`src/rtl/midi_rx_if.sv`:
```
// Output bundle of the MIDI receiver: framed byte strobe, stop-bit error strobe
// and FSM state taps for checkers.
interface midi_rx_if;
  logic       midiByteValid_o;
  logic [7:0] midiByte_o;
  logic       frameErr_o;
  logic [1:0] dbg_rx_state;
  logic [1:0] dbg_parse_state;

  modport master (
    output midiByteValid_o, midiByte_o, frameErr_o, dbg_rx_state, dbg_parse_state
  );
  modport slave (
    input  midiByteValid_o, midiByte_o, frameErr_o, dbg_rx_state, dbg_parse_state
  );
endinterface

```
`src/rtl/midi_rx.sv`:
```
// MIDI 31250-baud UART receiver and Note On/Off framer emitting status/note/velocity strobes.
// Optional running-status reconstruction is enabled by defining MIDI_RUNNING_STATUS_EN.
//
// Output handshake: midiByteValid_o is a one-cycle strobe with no back-pressure;
// midiByte_o is valid whenever midiByteValid_o is 1 and holds its last value otherwise.
module midi_rx #(
  parameter int CLK_FREQ_HZ = 50_000_000,
  parameter int BAUD        = 31250,
  parameter int OVERSAMPLE  = 16
) (
  input  logic     clk_i,
  input  logic     nrst_i,
  input  logic     rx_i,
  midi_rx_if.master out_if
);

  localparam int DIV = CLK_FREQ_HZ / (BAUD * OVERSAMPLE);
  localparam int PW  = (DIV > 1) ? $clog2(DIV) : 1;
  localparam int TW  = (OVERSAMPLE > 1) ? $clog2(OVERSAMPLE) : 1;
  localparam logic [PW-1:0] PRESC_LAST = PW'(DIV - 1);
  localparam logic [TW-1:0] HALF_LAST  = TW'(OVERSAMPLE / 2 - 1);
  localparam logic [TW-1:0] FULL_LAST  = TW'(OVERSAMPLE - 1);

  typedef enum logic [1:0] {R_IDLE, R_START, R_DATA, R_STOP} rx_state_t;
  typedef enum logic [1:0] {P_WAIT, P_D1, P_D2, P_EMIT} parse_state_t;

  // ---------------- line synchroniser and edge history ----------------
  logic sync1_q, sync2_q, prev_q;

  always_ff @(posedge clk_i or negedge nrst_i) begin
    if (!nrst_i) begin
      sync1_q <= 1'b1;
      sync2_q <= 1'b1;
      prev_q  <= 1'b1;
    end else begin
      sync1_q <= rx_i;
      sync2_q <= sync1_q;
      prev_q  <= sync2_q;
    end
  end

  // ---------------- oversampling prescaler ----------------
  logic [PW-1:0] presc_q;
  logic          tick;
  logic          clr_presc;

  assign tick = (presc_q == PRESC_LAST);

  always_ff @(posedge clk_i or negedge nrst_i) begin
    if (!nrst_i)                presc_q <= '0;
    else if (clr_presc || tick) presc_q <= '0;
    else                        presc_q <= presc_q + 1'b1;
  end

  // ---------------- receive FSM ----------------
  rx_state_t     rx_state, rx_next;
  logic [TW-1:0] tcnt_q, tcnt_d;
  logic [2:0]    bit_q, bit_d;
  logic [7:0]    shreg_q, shreg_d;
  logic          rx_strb;
  logic          frame_err;

  always_ff @(posedge clk_i or negedge nrst_i) begin
    if (!nrst_i) begin
      rx_state <= R_IDLE;
      tcnt_q   <= '0;
      bit_q    <= '0;
      shreg_q  <= '0;
    end else begin
      rx_state <= rx_next;
      tcnt_q   <= tcnt_d;
      bit_q    <= bit_d;
      shreg_q  <= shreg_d;
    end
  end

  always_comb begin
    rx_next   = rx_state;
    tcnt_d    = tcnt_q;
    bit_d     = bit_q;
    shreg_d   = shreg_q;
    clr_presc = 1'b0;
    rx_strb   = 1'b0;
    frame_err = 1'b0;
    case (rx_state)
      R_IDLE: begin
        if (!sync2_q && prev_q) begin
          rx_next   = R_START;
          clr_presc = 1'b1;
          tcnt_d    = '0;
        end
      end
      R_START: begin
        if (tick) begin
          if (tcnt_q == HALF_LAST) begin
            // Mid start bit: a line already back high was only a glitch.
            rx_next = sync2_q ? R_IDLE : R_DATA;
            tcnt_d  = '0;
            bit_d   = '0;
          end else begin
            tcnt_d = tcnt_q + 1'b1;
          end
        end
      end
      R_DATA: begin
        if (tick) begin
          if (tcnt_q == FULL_LAST) begin
            shreg_d = {sync2_q, shreg_q[7:1]};
            tcnt_d  = '0;
            if (bit_q == 3'd7) rx_next = R_STOP;
            else               bit_d   = bit_q + 1'b1;
          end else begin
            tcnt_d = tcnt_q + 1'b1;
          end
        end
      end
      R_STOP: begin
        if (tick) begin
          if (tcnt_q == FULL_LAST) begin
            rx_strb   = sync2_q;
            frame_err = !sync2_q;
            rx_next   = R_IDLE;
            tcnt_d    = '0;
          end else begin
            tcnt_d = tcnt_q + 1'b1;
          end
        end
      end
      default: rx_next = R_IDLE;
    endcase
  end

  // ---------------- message parser ----------------
  parse_state_t p_state, p_next;
  logic [7:0]   status_q, status_d, note_q, note_d, vel_q, vel_d;
  logic         run_q, run_d;
  logic         emit_q, emit_d;
  logic         valid_q, valid_d;
  logic [7:0]   byte_q, byte_d;
  logic         ferr_q;
  logic         is_data, is_rt, is_note;

  assign is_data = !shreg_q[7];
  assign is_rt   = (shreg_q >= 8'hF8);
  assign is_note = (shreg_q[7:5] == 3'b100);

  always_ff @(posedge clk_i or negedge nrst_i) begin
    if (!nrst_i) begin
      p_state  <= P_WAIT;
      status_q <= '0;
      note_q   <= '0;
      vel_q    <= '0;
      run_q    <= 1'b0;
      emit_q   <= 1'b0;
      valid_q  <= 1'b0;
      byte_q   <= '0;
      ferr_q   <= 1'b0;
    end else begin
      p_state  <= p_next;
      status_q <= status_d;
      note_q   <= note_d;
      vel_q    <= vel_d;
      run_q    <= run_d;
      emit_q   <= emit_d;
      valid_q  <= valid_d;
      byte_q   <= byte_d;
      ferr_q   <= frame_err;
    end
  end

  always_comb begin
    p_next   = p_state;
    status_d = status_q;
    note_d   = note_q;
    vel_d    = vel_q;
    run_d    = run_q;
    emit_d   = emit_q;
    valid_d  = 1'b0;
    byte_d   = byte_q;
    if (p_state == P_EMIT) begin
      // Status went out on entry; these two cycles send note then velocity.
      valid_d = 1'b1;
      byte_d  = emit_q ? vel_q : note_q;
      emit_d  = 1'b1;
      if (emit_q) p_next = P_WAIT;
    end else if (frame_err) begin
      p_next = P_WAIT;
      run_d  = 1'b0;
    end else if (rx_strb && !is_rt) begin
      if (is_note) begin
        status_d = shreg_q;
        run_d    = 1'b1;
        p_next   = P_D1;
      end else if (!is_data) begin
        run_d  = 1'b0;
        p_next = P_WAIT;
      end else begin
        case (p_state)
          P_D1: begin
            note_d = shreg_q;
            p_next = P_D2;
          end
          P_D2: begin
            vel_d   = shreg_q;
            p_next  = P_EMIT;
            emit_d  = 1'b0;
            valid_d = 1'b1;
            byte_d  = status_q;
          end
          default: begin
`ifdef MIDI_RUNNING_STATUS_EN
            if (run_q) begin
              note_d = shreg_q;
              p_next = P_D2;
            end
`endif
          end
        endcase
      end
    end
  end

  // The prescaler must be slow enough that a new byte can never land inside EMIT.
  assert property (@(posedge clk_i) disable iff (!nrst_i) !(rx_strb && p_state == P_EMIT));

  assign out_if.midiByteValid_o = valid_q;
  assign out_if.midiByte_o      = byte_q;
  assign out_if.frameErr_o      = ferr_q;
  assign out_if.dbg_rx_state    = rx_state;
  assign out_if.dbg_parse_state = p_state;

endmodule

```
`src/flat_wrapper.sv`:
```
// flat-port wrapper written by rule: the top's interface ports become plain ports
module midi_rx_flat 
#(
  parameter int CLK_FREQ_HZ = 50_000_000,
  parameter int BAUD        = 31250,
  parameter int OVERSAMPLE  = 16
)
  (clk_i, nrst_i, rx_i, out_if_midiByteValid_o, out_if_midiByte_o, out_if_frameErr_o, out_if_dbg_rx_state, out_if_dbg_parse_state);
  midi_rx_if out_if_i ();
  input  logic clk_i;
  input  logic nrst_i;
  input  logic rx_i;
  output wire logic [$bits(out_if_i.midiByteValid_o)-1:0] out_if_midiByteValid_o;
  output wire logic [$bits(out_if_i.midiByte_o)-1:0] out_if_midiByte_o;
  output wire logic [$bits(out_if_i.frameErr_o)-1:0] out_if_frameErr_o;
  output wire logic [$bits(out_if_i.dbg_rx_state)-1:0] out_if_dbg_rx_state;
  output wire logic [$bits(out_if_i.dbg_parse_state)-1:0] out_if_dbg_parse_state;
  assign out_if_midiByteValid_o = out_if_i.midiByteValid_o;
  assign out_if_midiByte_o = out_if_i.midiByte_o;
  assign out_if_frameErr_o = out_if_i.frameErr_o;
  assign out_if_dbg_rx_state = out_if_i.dbg_rx_state;
  assign out_if_dbg_parse_state = out_if_i.dbg_parse_state;
  midi_rx #(.CLK_FREQ_HZ(CLK_FREQ_HZ), .BAUD(BAUD), .OVERSAMPLE(OVERSAMPLE)) u_core (.clk_i(clk_i), .nrst_i(nrst_i), .rx_i(rx_i), .out_if(out_if_i));
endmodule
```
`config.mk`:
```
export PLATFORM = sky130hd
export DESIGN_NAME = midi_rx_flat
export DESIGN_NICKNAME = d
export VERILOG_FILES = /design/src/rtl/midi_rx_if.sv /design/src/rtl/midi_rx.sv /design/src/flat_wrapper.sv
export SDC_FILE = /design/constraint.sdc
export NUM_CORES = 1
export LEC_CHECK = 0
export CORE_AREA = 2 2 81 83
export DETAILED_ROUTE_END_ITERATION = 8
export DIE_AREA = 0 0 83 85
export PLACE_DENSITY_LB_ADDON = 0.25
export SLEW_MARGIN = 40
export SYNTH_ARGS = -nofsm -noshare
export SYNTH_HDL_FRONTEND = slang
export SYNTH_SLANG_ARGS = --single-unit
```
`constraint.sdc`:
```
create_clock -name clk_i -period 2.9 [get_ports clk_i]
set_input_delay 0.435 -clock clk_i [delete_from_list [all_inputs] [get_ports clk_i]]
set_output_delay 0.435 -clock clk_i [all_outputs]
set_load 0.02 [all_outputs]
```
==> out/qor.yml <==
run_status:
  status: "completed"
sta:
  post-route-period-util: 0.822
  max_freq_ghz: 0.420
  worst-slew-pin-transition_ps: 650
  fin_tns_setup_ps: 0
  finalClockSkew_ps: 11.4
  maxSlewHeadroom: 0.564
  hold_viol: 0
  layout_min_cycle_time_ps: 2380
  rsz0062_at_grt: "no"
  setup_viol: 0
  report.final.slew_viol_count: 0
synth:
  syn_inst: 247
  yosysMostFrequentCell: "dfrtp_1"
  ys_warn_count: 0
  avgSynthCellArea_um2: 12.0
  post_synth_instance_area_um2: 2960
  synth_top_area_cell: "dfrtp_1"
  synth_seq_cells: 62
  ys_types: 50
  synthFlopType: "dfrtp_1"
  synth_edf_count: 0
  async_flop_share: 1.00
  synth.net_count: 257
  synth_area_leaders: "dfrtp_1 50%, mux2_2 11%, ha_1 3.0%, dfstp_2 2.7%, mux2i_1 2.4%"
  synth_top_cells_by_count: "59 x dfrtp_1, 28 x mux2_2, 15 x nand2_1, 15 x nor2_1, 8 x clkbuf_1"
  yosysTopAreaCellShare: 0.499
  ys_seq_area_frac: 0.526
place:
  port-buffer-count: 16
  place_inst: 332
  gp_congestion: 0.778
  dpl_cell_area_um2: 3190
  place_hpwl_um: 3660
final_layout:
  nets: 276
  diodes: 0
  final_area_um2: 3420
  final_core_util: 0.551
  regArea_um2: 1560
  fin_cells: 348
  syn2layout_area_growth_pct: 15.4
  final.fill_count: 536
  multi_input_area_um2: 1330
  layout-drive-gt1-share: 0.251
global_routing:
  grt_pass1_vias: 1896
  grt_usage: 0.172
  grt_max_degree: 37
  antenna_found_initial: 0
  grt_pass1_wl_um: 9490
  grt_overflow_total: 0
clock_tree:
  ctsHoldBuffers: 0
  clk_pin_slew_ps: 70
  cts_buffers: 9
  cts_max_level: 3
  ctsResizeCount: 0
  clockBufferDepth: 2
  numClockSinks: 62
  clock-root-buffer: "clkbuf_8"
  tritoncts: "done"
  clk_latency_ps: 350
  postCtsSetupBuffers: 0
floorplanning:
  pin_count: 17
  coreArea_um2: 6200
  die_w_um: 83
  die_area_um2: 7060
  die_y_um: 85
  initial_core_util: 0.477
  fp-row-count: 29
worst_hold_path:
  hp-class: "input pin to async pin"
power:
  switching_power_mw: 0.522
  ir_worst_vdd_v: 0.000370
  powerDensity_nw_per_um2: 589
  swShare: 0.259
  p_total_mw: 2.01
  power_frac_clock: 0.418
  comb_power_share: 0.089
  internal-power_mw: 1.49
  seq_power_share: 0.493
  p_leak_nw: 1.58
detailed_routing:
  vias: 1944
  drt-initial-drc-count: 144
  wire_per_inst_um: 15.8
  via_per_inst: 5.59
  route.detailed.drc: 0
  drtAntennaViolNets: 0
  first_pass_iters: 4
  routed_wl_um: 5510
run:
  cap_violations: 0
setup_path:
  crit_fanout: 9
  endpoint_kind: "flop"
  start_kind: "flop"
  worstPathArrival_ps: 2610
  r2r_cells: 3
  crit_type: "flop to flop"
  required_ps: 3130
==> area by class of cell <==
| cell class | instances | share of cell area |
|---|---|---|
| Inverter | 5 | 0.00549 |
| Clock inverter | 7 | 0.0286 |
| Sequential cell | 62 | 0.455 |
| Timing Repair Buffer | 20 | 0.0579 |
| Tap cell | 77 | 0.0282 |
| Multi-Input combinational cell | 168 | 0.388 |
| Clock buffer | 9 | 0.0363 |
==> metal layers <==
metal,share of wire,track usage
met1,0.49,0.237
met5,0,0
met2,0.45,0.256
met3,0.032,0.0438
met4,0.020,0.0864
==> power by group through the flow <==
stage,clock [mW],sequential [mW],combinational (mW)
floorplan,0,0.990,0.137
global placement,0,1.00,0.180
detailed placement,0,1.01,0.182
CTS,0.866,0.990,0.183
global route,0.904,1.00,0.211
finish,0.841,0.990,0.179
==> worst max-delay path: stages, from the launching register on <==
cell and delay (ps):
dfrtp_1 440, or4b_1 750, nor4_4 670, mux2_2 400
==> stage by stage <==
step                      setup slack, ps  hold WS, ps
after CTS                             504          120
after global placement                561          346
after detailed placement              517          348
final                                 518          111
after floorplan                       789          139
after global routing                  361          151
==> cells by family (layout without fill, tap and decap cells) <==
family,after synthesis,in the layout,synth area share
XOR/XNOR,6,6,0.0178
multiplexers,35,35,0.130
buffers and inverters,17,41,0.0283
flip-flops,62,62,0.526
adder cells (fa/ha/maj),7,7,0.0296
AO/OA/AOI/OAI,39,39,0.101
AND/OR/NAND/NOR,81,81,0.167
==> cells in the final DEF (no fill, tap or decap), types with 7 or more instances in the layout <==
master,netlist,routed
and3_2,7,7
clkdlybuf4s50_1,0,15
ha_1,7,7
clkbuf_8,0,9
nand3_1,7,7
nor2_1,15,15
mux2_2,28,28
mux2i_1,7,7
nand2_1,15,15
o31a_1,7,7
dfrtp_1,59,59
==> sequential cells by signal, indices dropped and copies added, names as in the netlist, named ones only <==
signal and count:
u_core.out_if.midiByte_o 8, u_core.shreg_q 8, u_core.status_q 8, u_core.note_q 7, u_core.presc_q 7, u_core.vel_q 7
u_core.tcnt_q 4, u_core.bit_q 3, u_core.out_if.dbg_parse_state 2, u_core.emit_q 1, u_core.out_if.dbg_rx_state 1, u_core.out_if.frameErr_o 1
u_core.out_if.midiByteValid_o 1, u_core.prev_q 1, u_core.sync1_q 1, u_core.sync2_q 1
==> final timing paths <==
check | from | to | slack (ps)
worst min-delay path | nrst_i | u_core.out_if.dbg_parse_state[0]$_DFFE_PN0P_ | 110
max in group asynchronous | nrst_i | u_core.sync1_q$_DFF_PN1_ | 2110
min in group clk_i | u_core.sync1_q$_DFF_PN1_ | u_core.sync2_q$_DFF_PN1_ | 360
worst max register to register | u_core.presc_q[2]$_DFF_PN0_ | u_core.shreg_q[2]$_DFFE_PN0P_ | 520
worst max-delay path | u_core.presc_q[2]$_DFF_PN0_ | u_core.shreg_q[2]$_DFFE_PN0P_ | 520
worst min register to register | u_core.sync1_q$_DFF_PN1_ | u_core.sync2_q$_DFF_PN1_ | 360
(Power assumes the default switching activity.)
==> edit 1: new RTL, same flow settings <==
`CLK_FREQ_HZ` is set to 50_000_000 in 2 places; all go to 12_500_000.
--- a/src/rtl/midi_rx.sv
+++ b/src/rtl/midi_rx.sv
@@ -4,7 +4,7 @@
 // Output handshake: midiByteValid_o is a one-cycle strobe with no back-pressure;
 // midiByte_o is valid whenever midiByteValid_o is 1 and holds its last value otherwise.
 module midi_rx #(
-  parameter int CLK_FREQ_HZ = 50_000_000,
+  parameter int CLK_FREQ_HZ = 12_500_000,
   parameter int BAUD        = 31250,
   parameter int OVERSAMPLE  = 16
 ) (
--- a/src/flat_wrapper.sv
+++ b/src/flat_wrapper.sv
@@ -1,7 +1,7 @@
 // flat-port wrapper written by rule: the top's interface ports become plain ports
 module midi_rx_flat 
 #(
-  parameter int CLK_FREQ_HZ = 50_000_000,
+  parameter int CLK_FREQ_HZ = 12_500_000,
   parameter int BAUD        = 31250,
   parameter int OVERSAMPLE  = 16
 )
Formal check against the unedited RTL: same outputs for any inputs over 10 cycles, from zero or initial values and one cycle with nrst_i low; that may be too few to reach the edited logic, so the function may still have changed.
==> edit 1 against the original RTL <==
- design area decreased by 5.0%
- clock skew decreased by 0.0057 ns
- synthesized area decreased by 4.2%
- power decreased by 8.2%
- wire length decreased by 6.0%
- sequential cell count decreased by 2
- setup slack improved by 0.24 ns
- hold slack got worse by 0.054 ns
- non-clock buffer count decreased by 2
- largest cell class unchanged
==> edit 1: results (changes against the original RTL) <==
| Metric | Value |
|---|---|
| Status | finished, final reports clean (unchanged) |
| Post-CTS Resized | 0 (unchanged) |
| IO Port Bufs | 16 (unchanged) |
| Worst-margin pin slew | 0.675 ns (was 0.650 ns) |
| Fill cell count | 549 (was 536) |
| Worst vdd ir | 304 µV (was 370 µV) |
| Total negative slack | 0 ns (unchanged) |
| Clk root buf | clkbuf_8 (unchanged) |
| Initial antenna violation count | 0 (unchanged) |
| Layout cell share with drive strength beyond 1 | 0.225 (was 0.251) |
| Sw frac | 0.262 (was 0.259) |
| Distinct cells, synth | 53 (was 50) |
| Worst path arrival time | 1.70 ns (was 2.61 ns) |
| Main synth FF type | dfrtp_1 (unchanged) |
| Crit-path max cell delay | 0.70 ns (was 0.75 ns) |
| Synth area leaders | dfrtp_1 50%, mux2_2 7.2%, mux2_4 3.7% (was dfrtp_1 50%, mux2_2 11%, ha_1 3.0%) |
| Critical Path Fanout Max | 15 (was 9) |
| Clock skew | 0.00566 ns (was 0.0114 ns) |
| YS warnings | 0 (unchanged) |
| Seq/Total Area, Yosys | 0.531 (was 0.526) |
| Clock input transition at the sequential cells of the worst setup and hold paths | 0.07 ns (about the same) |
| Hold WC Path Type | input pin to asynchronous set/reset pin (unchanged) |
| Vias in the first global route | 1,850 (was 1,896) |
| CP max stage cell | clkdlybuf4s50_1 (was or4b_1) |
| Inserted Clock Buffers | 9 (unchanged) |
| N_diodes | 0 (unchanged) |
| Clock Latency Late Sink | 0.34 ns |
| Routed WL per cell | 15.5 µm (was 15.8 µm) |
| Top cells by count, synth | 57 x dfrtp_1, 22 x nand2_1, 18 x mux2_2, 18 x o21ai_0, 11 x nor2_1 (was 59 x dfrtp_1, 28 x mux2_2, 15 x nand2_1, 15 x nor2_1, 8 x clkbuf_1) |
| H-tree depth | 3 (unchanged) |
| Nets | 264 (was 276) |
| Global Route Usage Sum | 0.166 (was 0.172) |
| CP delay by family, top | buffers and inverters (was simple AND/OR/NAND/NOR gates) |
| Syn nets | 244 (was 257) |
| Pleak | 1.50 nW (was 1.58 nW) |
| First-pass GRT wire length | 9.18 mm (was 9.49 mm) |
| Drt first-iter violations | 111 (was 144) |
| Setup bufs post-CTS | 0 (unchanged) |
| Placer Congestion | 0.827 (was 0.778) |
| Post-DP HPWL | 3.48 mm (was 3.66 mm) |
| DRC Markers | 0 (unchanged) |
| Largest net degree at the start of global routing | 41 (was 37) |
| DR vias/cell | 5.53 (was 5.59) |
==> edit 1: changes by cell type after synthesis, moves of 5 or more <==
cell,change
mux2_4,+7
nand2_1,+7
o21ai_0,+16
a21boi_1,-5
and3_2,-7
mux2_2,-10
o31a_1,-7
==> edit 1: metrics by stage <==
stage	cell area, µm²	power, mW	instances	hold WS (ns)	setup slack (ns)
2_1_floorplan	2830	1.08	233	0.139	1.03
3_3_place_gp	3060	1.14	319	0.346	0.813
3_5_place_dp	3060	1.14	319	0.348	0.798
4_1_cts	3240	1.87	335	0.0596	0.756
5_1_grt	3240	1.94	335	0.0837	0.644
6_report	3240	1.85	335	0.0576	0.761
==> edit 1: kinds of logic after synthesis <==
family                   synth area share
AO/OA/AOI/OAI                      0.0980
XOR/XNOR                           0.0124
adder cells (fa/ha/maj)            0.0353
buffers and inverters              0.0291
flip-flops                          0.531
multiplexers                        0.152
AND/OR/NAND/NOR                     0.142
==> edit 1: worst paths after layout <==
check,startpoint,end,slack (ns),depth (start not counted)
hold / removal,nrst_i,u_core.out_if.dbg_rx_state[0],0.06,1
min in group clk_i,u_core.sync1_q,u_core.sync2_q,0.36,0
setup reg to reg,u_core.presc_q[0],u_core.status_q[2],0.79,6
hold reg to reg,u_core.sync1_q,u_core.sync2_q,0.36,0
max in group asynchronous,nrst_i,u_core.vel_q[5],2.27,2
setup / recovery,u_core.out_if.dbg_rx_state[0],out_if_dbg_rx_state[0],0.76,1
==> edit 1: final cells by class <==
type                            instances  area [µm²]  share of cell area
Tap cell                               77        96.3              0.0297
Multi-Input combinational cell        156        1250               0.384
Inverter                                8        30.0             0.00926
Clock inverter                          5        52.6              0.0162
Clock buffer                           11         131              0.0405
Sequential cell                        60        1510               0.464
Timing Repair Buffer                   18         183              0.0563
==> edit 1: power by group through the flow <==
stage | Clock [mW] | Combinational [mW] | Sequential (mW)
detailed placement | 0 | 0.174 | 0.966
global route | 0.782 | 0.199 | 0.962
global placement | 0 | 0.172 | 0.965
CTS | 0.739 | 0.176 | 0.951
finish | 0.724 | 0.171 | 0.951
floorplan | 0 | 0.133 | 0.951
==> edit 1: metal layers <==
| metal | vias to the layer above | GRT usage | wire length (µm) |
|---|---|---|---|
| met2 | 26 | 0.241 | 2280 |
| met5 | - | 0 | 0 |
| met4 | 0 | 0.0939 | 146 |
| met1 | 931 | 0.227 | 2610 |
| met3 | 13 | 0.0418 | 145 |
| li1 | 883 | - | - |
==> edit 2: new RTL, config.mk and constraints unchanged <==
Without the edit above. Register the input `rx_i` before use, without a reset. The logic sees it one clock later. The other inputs are not delayed to match.
--- a/src/rtl/midi_rx.sv
+++ b/src/rtl/midi_rx.sv
@@ -24,6 +24,12 @@
   typedef enum logic [1:0] {R_IDLE, R_START, R_DATA, R_STOP} rx_state_t;
   typedef enum logic [1:0] {P_WAIT, P_D1, P_D2, P_EMIT} parse_state_t;
 
+  logic rx_q;
+
+  always_ff @(posedge clk_i) begin
+    rx_q <= rx_i;
+  end
+
   // ---------------- line synchroniser and edge history ----------------
   logic sync1_q, sync2_q, prev_q;
 
@@ -33,7 +39,7 @@
       sync2_q <= 1'b1;
       prev_q  <= 1'b1;
     end else begin
-      sync1_q <= rx_i;
+      sync1_q <= rx_q;
       sync2_q <= sync1_q;
       prev_q  <= sync2_q;
     end
Function: changed (a bounded check fails within 4 cycles, from zero or initial values and one cycle with nrst_i low).
==> edit 2 against the original RTL <==
- cell count down 2.9%
- setup slack gained 0.11 ns
- synthesized area shrank 1.6%
- sequential share of layout area is 2.2 points higher
- synthesized cell count decreased by 4.0%
- power is 4.7% lower
- sequential cell count increased by 1
- wire length shrank 9.0%
- design area fell by 3.5%
- sequential power fell by 2%
- critical endpoint is now u_core.status_q[1]
- largest cell class unchanged
==> edit 2: results (changes against the original RTL) <==
| Metric | Value |
|---|---|
| Met1 Use GR | 0.222 (was 0.237) |
| R2R depth | 4 (was 3) |
| First-pass GRT wire length | 8.90 mm (was 9.49 mm) |
| EDFF count, synth | 0 (unchanged) |
| Status | finished, final reports clean (unchanged) |
| Routed wl met2 | 2.22 mm (was 2.50 mm) |
| Area of the multi-input gates | 0.00121 mm² (was 0.00133 mm²) |
| Post-DP HPWL | 3.26 mm (was 3.66 mm) |
| Pre-CTS setup slack | 0.599 ns (was 0.517 ns) |
| Clock Latency Late Sink | 0.32 ns (was 0.35 ns) |
| Initial antenna violation count | 0 (unchanged) |
| Met3 WL | 115 µm (was 177 µm) |
| Placer Congestion | 0.790 (was 0.778) |
| Clk root buf | clkbuf_8 (unchanged) |
| Layout cell share with drive strength beyond 1 | 0.218 (was 0.251) |
| Crit-path max cell delay | 0.62 ns (was 0.75 ns) |
| Top cells by count, synth | 59 x dfrtp_1, 28 x mux2_2, 19 x nand2_1 (was 59 x dfrtp_1, 28 x mux2_2, 15 x nand2_1, 15 x nor2_1, 8 x clkbuf_1) |
| Worst vdd ir | 285 µV (was 370 µV) |
| CP max stage cell | nor2_1 (was or4b_1) |
| Met3 Use GR | 0.0360 (was 0.0438) |
| Max clock buf depth | 2 (unchanged) |
| Distinct cells, synth | 49 (was 50) |
| N_diodes | 0 (unchanged) |
| Gr ovfl total | 0 (unchanged) |
| Relative slew slack | 0.508 (was 0.564) |
| Global Route Usage Sum | 0.158 (was 0.172) |
| Post-CTS Resized | 0 (unchanged) |
| Seq/Total Area, Yosys | 0.541 (was 0.526) |
| WL final | 5.02 mm (was 5.51 mm) |
| Syn nets | 244 (was 257) |
| Pleak | 1.50 nW (was 1.58 nW) |
| CP Launch Point | u_core.presc_q[4] (was u_core.presc_q[2]) |
| Synth async-reset ratio | 0.984 (was 1.00) |
| Via Count | 1,824 (was 1,944) |
| Nets | 264 (was 276) |
| Largest net degree at the start of global routing | 63 (was 37) |
| Vias in the first global route | 1,856 (was 1,896) |
| H-tree depth | 3 (unchanged) |
| Met2 usage | 0.237 (was 0.256) |
| Critical path class | flop to flop (unchanged) |
| Fill cell count | 534 (was 536) |
| Drt first-iter violations | 129 (was 144) |
| WL met1 | 2.60 mm (was 2.73 mm) |
| Critical Path Fanout Max | 8 (was 9) |
| Synth area leaders | dfrtp_1 51%, mux2_2 11%, dfstp_2 2.7% (was dfrtp_1 50%, mux2_2 11%, ha_1 3.0%) |
| IO Port Bufs | 16 (unchanged) |
| Cell Area, Placed | 0.00308 mm² (was 0.00319 mm²) |
| Clock skew | 0.00704 ns (was 0.0114 ns) |
==> edit 2: cell type report <==
type	instances	share of cell area
Sequential cell	63	0.478
Multi-Input combinational cell	159	0.368
Timing Repair Buffer	19	0.0550
Clock buffer	12	0.0440
Tap cell	77	0.0292
Clock inverter	3	0.0205
Inverter	5	0.00569
==> edit 2: through the flow <==
stage | hold WS (ns) | cells
after floorplan | 0.139 | 237
after global placement | 0.285 | 323
after detailed placement | 0.288 | 323
after CTS | 0.294 | 338
after global routing | 0.210 | 338
final | 0.179 | 338
==> edit 2: cell families (layout without fill, tap and decap cells) <==
family | after synthesis | in the layout | share of synthesized area
AOI/OAI and AO/OA | 38 | 38 | 0.0889
xor gates and xnor gates | 6 | 6 | 0.0180
adders and majority gates | 4 | 4 | 0.0172
buffers and inverters | 15 | 39 | 0.0430
DFF | 63 | 63 | 0.541
muxes | 35 | 35 | 0.132
and+or+nand+nor | 76 | 76 | 0.160
==> edit 2: worst paths after layout <==
| check | end | slack [ns] |
|---|---|---|
| min | u_core.bit_q[2] | 0.18 |
| max in group asynchronous | u_core.emit_q | 2.35 |
| min reg2reg | u_core.sync1_q | 0.30 |
| min in group clk_i | u_core.sync1_q | 0.30 |
| max | u_core.status_q[1] | 0.63 |
| max reg2reg | u_core.status_q[1] | 0.63 |
==> edit 2: power by group <==
| part | internal [mW] | total, mW | leakage, nW | switching (mW) |
|---|---|---|---|---|
| Sequential | 0.921 | 0.973 | 0.852 | 0.0513 |
| Clock | 0.503 | 0.810 | 0.103 | 0.307 |
| Combinational | 0.0592 | 0.133 | 0.540 | 0.0736 |
| Total | 1.48 | 1.92 | 1.50 | 0.432 |
